## src/rtl/div_seq_if.sv

```systemverilog
// Request/response bundle between EX control and the sequential divider.
// DIV_FLUSH_EN adds a flush input driven by the requester.
interface div_seq_if #(parameter int XLEN = 32);
  logic            start;
  logic            is_signed;
  logic [XLEN-1:0] dividend;
  logic [XLEN-1:0] divisor;
  logic            busy;
  logic            done;
  logic [XLEN-1:0] quotient;
  logic [XLEN-1:0] remainder;
  logic            div_by_zero;
`ifdef DIV_FLUSH_EN
  logic            flush;

  modport master (
    output start, is_signed, dividend, divisor, flush,
    input  busy, done, quotient, remainder, div_by_zero
  );
  modport slave (
    input  start, is_signed, dividend, divisor, flush,
    output busy, done, quotient, remainder, div_by_zero
  );
`else
  modport master (
    output start, is_signed, dividend, divisor,
    input  busy, done, quotient, remainder, div_by_zero
  );
  modport slave (
    input  start, is_signed, dividend, divisor,
    output busy, done, quotient, remainder, div_by_zero
  );
`endif
endinterface

```

## src/rtl/div_seq.sv

```systemverilog
// Iterative radix-2 restoring divider, signed/unsigned, fixed XLEN+1 cycle latency.
// Optional DIV_FLUSH_EN: flush input aborts any in-flight op without touching results.
module div_seq #(
  parameter int XLEN = 32
) (
  input  logic clk,
  input  logic rst,
  div_seq_if.slave bus
);

  localparam int CW = (XLEN > 1) ? $clog2(XLEN) : 1;
  localparam logic [XLEN-1:0] MOST_NEG = {1'b1, {(XLEN-1){1'b0}}};

  typedef enum logic [1:0] {IDLE, CALC, ADJ, DONE} state_t;

  state_t          state, state_nx;
  logic [CW-1:0]   cnt;
  logic [XLEN:0]   rem;
  logic [XLEN:0]   dvs;
  logic [XLEN-1:0] quo;
  logic [XLEN-1:0] dvd_raw;
  logic            sign_q, sign_r, dz, ovf;
  logic [XLEN-1:0] q_out, r_out;
  logic            dz_out;

  logic            flush_i;
  logic            ready, accept;

`ifdef DIV_FLUSH_EN
  assign flush_i = bus.flush;
`else
  assign flush_i = 1'b0;
`endif

  assign ready  = (state == IDLE) || (state == DONE);
  assign accept = ready && bus.start && !flush_i;

  always_ff @(posedge clk) begin
    if (rst) state <= IDLE;
    else     state <= state_nx;
  end

  always_comb begin
    state_nx = state;
    if (flush_i) begin
      state_nx = IDLE;
    end else begin
      case (state)
        IDLE:    if (accept) state_nx = CALC;
        CALC:    if (cnt == '0) state_nx = ADJ;
        ADJ:     state_nx = DONE;
        DONE:    state_nx = accept ? CALC : IDLE;
        default: state_nx = IDLE;
      endcase
    end
  end

  // Magnitudes are formed at XLEN+1 bits so |most-negative| is representable.
  logic            dvd_neg, dvs_neg;
  logic [XLEN:0]   dvd_ext, dvs_ext, dvd_mag, dvs_mag;

  always_comb begin
    dvd_neg = bus.is_signed & bus.dividend[XLEN-1];
    dvs_neg = bus.is_signed & bus.divisor[XLEN-1];
    dvd_ext = {dvd_neg, bus.dividend};
    dvs_ext = {dvs_neg, bus.divisor};
    dvd_mag = dvd_neg ? ((XLEN+1)'(0) - dvd_ext) : dvd_ext;
    dvs_mag = dvs_neg ? ((XLEN+1)'(0) - dvs_ext) : dvs_ext;
  end

  logic [XLEN:0]   shifted, diff;
  logic            fits;

  always_comb begin
    shifted = {rem[XLEN-1:0], quo[XLEN-1]};
    fits    = (shifted >= dvs);
    diff    = shifted - dvs;
  end

  logic [XLEN-1:0] q_fix, r_fix;

  always_comb begin
    q_fix = sign_q ? (XLEN'(0) - quo) : quo;
    r_fix = sign_r ? (XLEN'(0) - rem[XLEN-1:0]) : rem[XLEN-1:0];
    // Special cases override the iterative result; latency is unchanged.
    if (dz) begin
      q_fix = '1;
      r_fix = dvd_raw;
    end else if (ovf) begin
      q_fix = MOST_NEG;
      r_fix = '0;
    end
  end

  always_ff @(posedge clk) begin
    if (rst) begin
      cnt     <= '0;
      rem     <= '0;
      dvs     <= '0;
      quo     <= '0;
      dvd_raw <= '0;
      sign_q  <= 1'b0;
      sign_r  <= 1'b0;
      dz      <= 1'b0;
      ovf     <= 1'b0;
      q_out   <= '0;
      r_out   <= '0;
      dz_out  <= 1'b0;
    end else begin
      if (accept) begin
        dvs     <= dvs_mag;
        quo     <= dvd_mag[XLEN-1:0];
        rem     <= '0;
        cnt     <= CW'(XLEN-1);
        dvd_raw <= bus.dividend;
        sign_q  <= dvd_neg ^ dvs_neg;
        sign_r  <= dvd_neg;
        dz      <= (bus.divisor == '0);
        ovf     <= bus.is_signed && (bus.dividend == MOST_NEG) && (bus.divisor == '1);
      end else if (state == CALC && !flush_i) begin
        rem <= fits ? diff : shifted;
        quo <= {quo[XLEN-2:0], fits};
        if (cnt != '0) cnt <= cnt - CW'(1);
      end
      if (state == ADJ && !flush_i) begin
        q_out  <= q_fix;
        r_out  <= r_fix;
        dz_out <= dz;
      end
    end
  end

  assign bus.busy        = (state == CALC) || (state == ADJ);
  assign bus.done        = (state == DONE);
  assign bus.quotient    = q_out;
  assign bus.remainder   = r_out;
  assign bus.div_by_zero = dz_out;

endmodule

```

## src/flat_wrapper.sv

```systemverilog
// flat-port wrapper written by rule: the top's interface ports become plain ports
module div_seq_flat 
#(
  parameter int XLEN = 32
)
  (clk, rst, bus_start, bus_is_signed, bus_dividend, bus_divisor, bus_busy, bus_done, bus_quotient, bus_remainder, bus_div_by_zero);
  div_seq_if #(.XLEN(XLEN)) bus_i ();
  input  logic clk;
  input  logic rst;
  input wire logic [$bits(bus_i.start)-1:0] bus_start;
  input wire logic [$bits(bus_i.is_signed)-1:0] bus_is_signed;
  input wire logic [$bits(bus_i.dividend)-1:0] bus_dividend;
  input wire logic [$bits(bus_i.divisor)-1:0] bus_divisor;
  output wire logic [$bits(bus_i.busy)-1:0] bus_busy;
  output wire logic [$bits(bus_i.done)-1:0] bus_done;
  output wire logic [$bits(bus_i.quotient)-1:0] bus_quotient;
  output wire logic [$bits(bus_i.remainder)-1:0] bus_remainder;
  output wire logic [$bits(bus_i.div_by_zero)-1:0] bus_div_by_zero;
  assign bus_i.start = bus_start;
  assign bus_i.is_signed = bus_is_signed;
  assign bus_i.dividend = bus_dividend;
  assign bus_i.divisor = bus_divisor;
  assign bus_busy = bus_i.busy;
  assign bus_done = bus_i.done;
  assign bus_quotient = bus_i.quotient;
  assign bus_remainder = bus_i.remainder;
  assign bus_div_by_zero = bus_i.div_by_zero;
  div_seq #(.XLEN(XLEN)) u_core (.clk(clk), .rst(rst), .bus(bus_i));
endmodule
```

## config.mk

```make
export PLATFORM = sky130hd
export DESIGN_NAME = div_seq_flat
export DESIGN_NICKNAME = d
export VERILOG_FILES = /design/src/rtl/div_seq_if.sv /design/src/rtl/div_seq.sv /design/src/flat_wrapper.sv
export SDC_FILE = /design/constraint.sdc
export NUM_CORES = 1
export LEC_CHECK = 0
export CORE_UTILIZATION = 60
export DETAILED_ROUTE_END_ITERATION = 7
export PLACE_DENSITY = 0.84
export SYNTH_ARGS = -nofsm -noshare
export SYNTH_HDL_FRONTEND = slang
export SYNTH_SLANG_ARGS = --single-unit
```

## constraint.sdc

```tcl
create_clock -name clk -period 6.3 [get_ports clk]
set_input_delay 0.63 -clock clk [delete_from_list [all_inputs] [get_ports clk]]
set_output_delay 0.63 -clock clk [all_outputs]
set_load 0.05 [all_outputs]
```

==> impl_metrics.yaml <==
run_status:
  status: "finished clean"
global_route:
  grt_remaining_overflow: 0
  grt_pass1_wl_um: 59000
  grt_util_all_layers_pct: 34.0
  antenna_found_initial: 0
  grt_pass1_vias: 11100
  grt_max_degree: 95
setup_path:
  crit_type: "reg -> reg"
  worstSetupEndpointType: "register"
  worstSetupStartpointType: "register"
  worst-path-stages: 10
  crit_chain: "ha_1 > nand3_1 > a211oi_1 > nor4b_1 > o41ai_1 > a211oi_1 > o21ai_4 > buf_4 > mux2i_1 > a21oi_1"
  crit_required_ns: 6.64
  critPathSlowestCell: "o41ai_1"
  cp.arrival_ns: 4.51
  cp_common_cell: "a211oi_1"
  critPathBufInv: 1
  slowest_delay_ns: 0.73
  r2r_cells: 10
  worstPathMaxFanout: 19
  cp_top_family: "compound AO/OA/AOI/OAI gates"
floorplan:
  die_w_um: 146
  fp.coreArea_mm2: 0.0203
  die_h_um: 146
  num_io_pins: 135
  initial_core_util_pct: 61.5
  num_rows: 52
  die-area_mm2: 0.0214
power:
  p_leak_nw: 5.50
  ir_drop_mv: 0.456
  p_total_w: 0.00760
  powerDensity_mw_per_mm2: 518
clocking:
  ctsHoldBuffers: 0
  clk_path_buf_depth: 3
  cts_tree: "yes"
  ctsResizeCount: 0
  h-tree-depth: 1
  clkSinkCount: 205
  cts_buffers: 23
  path_clk_slew_ns: 0.06
  post_cts_buffers: 0
  root_buffer: "clkbuf_16"
  clock_latency_ns: 0.53
synth:
  synth_ff_type: "dfxtp_1"
  yosysSeqAreaShare_pct: 32.9
  synth.avg_cell_area_um2: 7.92
  synth_area_mm2: 0.0125
  synth-edff-count: 0
  syn_nets: 1690
  synth.distinct_cells: 71
  synthCells: 1576
  async_flop_share_pct: 0
  ys_warn_count: 0
  synth_seq_cells: 205
place:
  dp_cells: 1889
  port_buffers: 134
  place_area_mm2: 0.0139
  dp_hpwl_um: 27000
  pre_cts_ws_ns: 2.28
  gp_congestion: 0.957
drt:
  via_per_inst: 6.40
  wirelength_um: 37600
  drc: 0
  ant_nets: 0
  drt-pass1-iter-count: 8
  drt-initial-drc-count: 1306
  wire_per_inst_um: 19.5
  dr_total_vias: 12300
layout:
  mostFrequentLayoutCell: "dfxtp_1"
  nFillCells: 1622
  layout_common_cells: "dfxtp_1 (205), nor2_1 (181), nand2_1 (150), clkdlybuf4s50_1 (133), a21oi_1 (128)"
  area_delta_synth_final_pct: 17.4
  final_nets: 1758
  design_area_mm2: 0.0147
  antenna_cells: 0
  finalNonFillerCells: 1930
  layout-drive-gt1-share_pct: 4.34
timing:
  final-max-slew-violation-count: 0
  setup_viol: 0
  grt_setup_unrepaired: "no"
  setup_ws_ns: 2.13
  hold_viol: 0
  max_freq_mhz: 240
  tightest_slew_ns: 1.19
  min_period_ns: 4.17
  tns_ns: 0
  slew_headroom_pct: 20.6
  fin_crit_sh_pct: 66.2
  fin_worst_skew_ns: 0.0227
worst_hold_path:
  min_path_cells: 2
  min_path_type: "reg -> reg"
job:
  drv_cap: 0
[power breakdown]
part           switching, W  internal (W)
clock              0.000571      0.000803
combinational       0.00260       0.00163
sequential         0.000371       0.00163
total               0.00354       0.00406
[synthesized netlist by cell type (11+ instances only)]
| cell type | n | area (um^2) |
|---|---|---|
| nand4_1 | 15 | 93.8 |
| nand3_1 | 18 | 90.1 |
| a221oi_1 | 24 | 210 |
| a222oi_1 | 14 | 140 |
| xnor2_1 | 83 | 727 |
| xor2_1 | 58 | 508 |
| a211oi_1 | 60 | 450 |
| or4_1 | 12 | 90.1 |
| nor2_1 | 182 | 683 |
| nor4_1 | 11 | 68.8 |
| o31ai_1 | 20 | 150 |
| o41ai_1 | 15 | 131 |
| mux2i_1 | 56 | 561 |
| o21ai_0 | 96 | 480 |
| dfxtp_1 | 205 | 4100 |
| a31oi_1 | 11 | 68.8 |
| a21oi_1 | 128 | 641 |
| a21o_1 | 11 | 82.6 |
| inv_1 | 67 | 251 |
| ha_1 | 45 | 563 |
| clkbuf_1 | 87 | 327 |
| or3_1 | 28 | 175 |
| o22ai_1 | 18 | 113 |
| and3_1 | 25 | 156 |
| nor3_1 | 18 | 90.1 |
| nand2_1 | 150 | 563 |
[tightest hold or removal path, cell delays in order, from the launching register on]
cell     delay, ns
dfxtp_1       0.31
nand2_1       0.05
a21oi_1       0.05
[worst paths after layout]
kind | slack (ns) | to | start
min | 0.45 | u_core.dvd_raw[13] | u_core.dvd_raw[13]
min reg2reg | 0.45 | u_core.dvd_raw[13] | u_core.dvd_raw[13]
max | 2.13 | u_core.rem[13] | u_core.rem[6]
max reg2reg | 2.13 | u_core.rem[13] | u_core.rem[6]
[layout make-up]
cell class	count	area [um^2]	area share, %
flip-flops and latches	205	4100	28.0
well taps	270	338	2.30
clock inverters	12	128	0.871
clock buffers	29	638	4.35
repair buffers	145	1420	9.70
inverters	67	251	1.72
multi-input cells	1202	7780	53.1
[kinds of logic (layout without fill, tap and decap cells)]
logic type      count (synthesis)  in the layout  synth area share (%)
fa+ha+maj                      46             46                  4.67
buf+inv                       169            253                  5.17
flops                         205            205                  32.9
simple gates                  494            494                  18.2
xor+xnor                      141            141                  9.89
mux                            57             57                  4.58
compound gates                464            464                  24.6
[stage by stage]
stage / utilization [%] / hold WS [ns]
3_5_place_dp: 68.4 / 0.443
4_1_cts: 72.2 / 0.451
5_1_grt: 72.2 / 0.467
6_report: 72.2 / 0.454
2_1_floorplan: - / 0.422
3_3_place_gp: 68.4 / 0.442
[flip-flops by register name (all words and copies together), names as in the netlist, 2 cells and up]
| name | count |
|---|---|
| u_core.dvs | 33 |
| u_core.state | 2 |
| u_core.bus.remainder | 32 |
| u_core.rem | 32 |
| u_core.dvd_raw | 32 |
| u_core.quo | 32 |
| u_core.cnt | 5 |
| u_core.bus.quotient | 32 |
[metal layers]
| layer | part of all wire (%) | vias up | GRT usage [%] |
|---|---|---|---|
| li1 | - | 5834 | - |
| met1 | 44 | 5834 | 48.0 |
| met2 | 45 | 600 | 53.9 |
| met3 | 9.1 | 77 | 5.34 |
| met4 | 2.4 | 0 | 8.91 |
| met5 | 0 | - | 0 |
No activity file was read; power rests on OpenSTA's default activity.
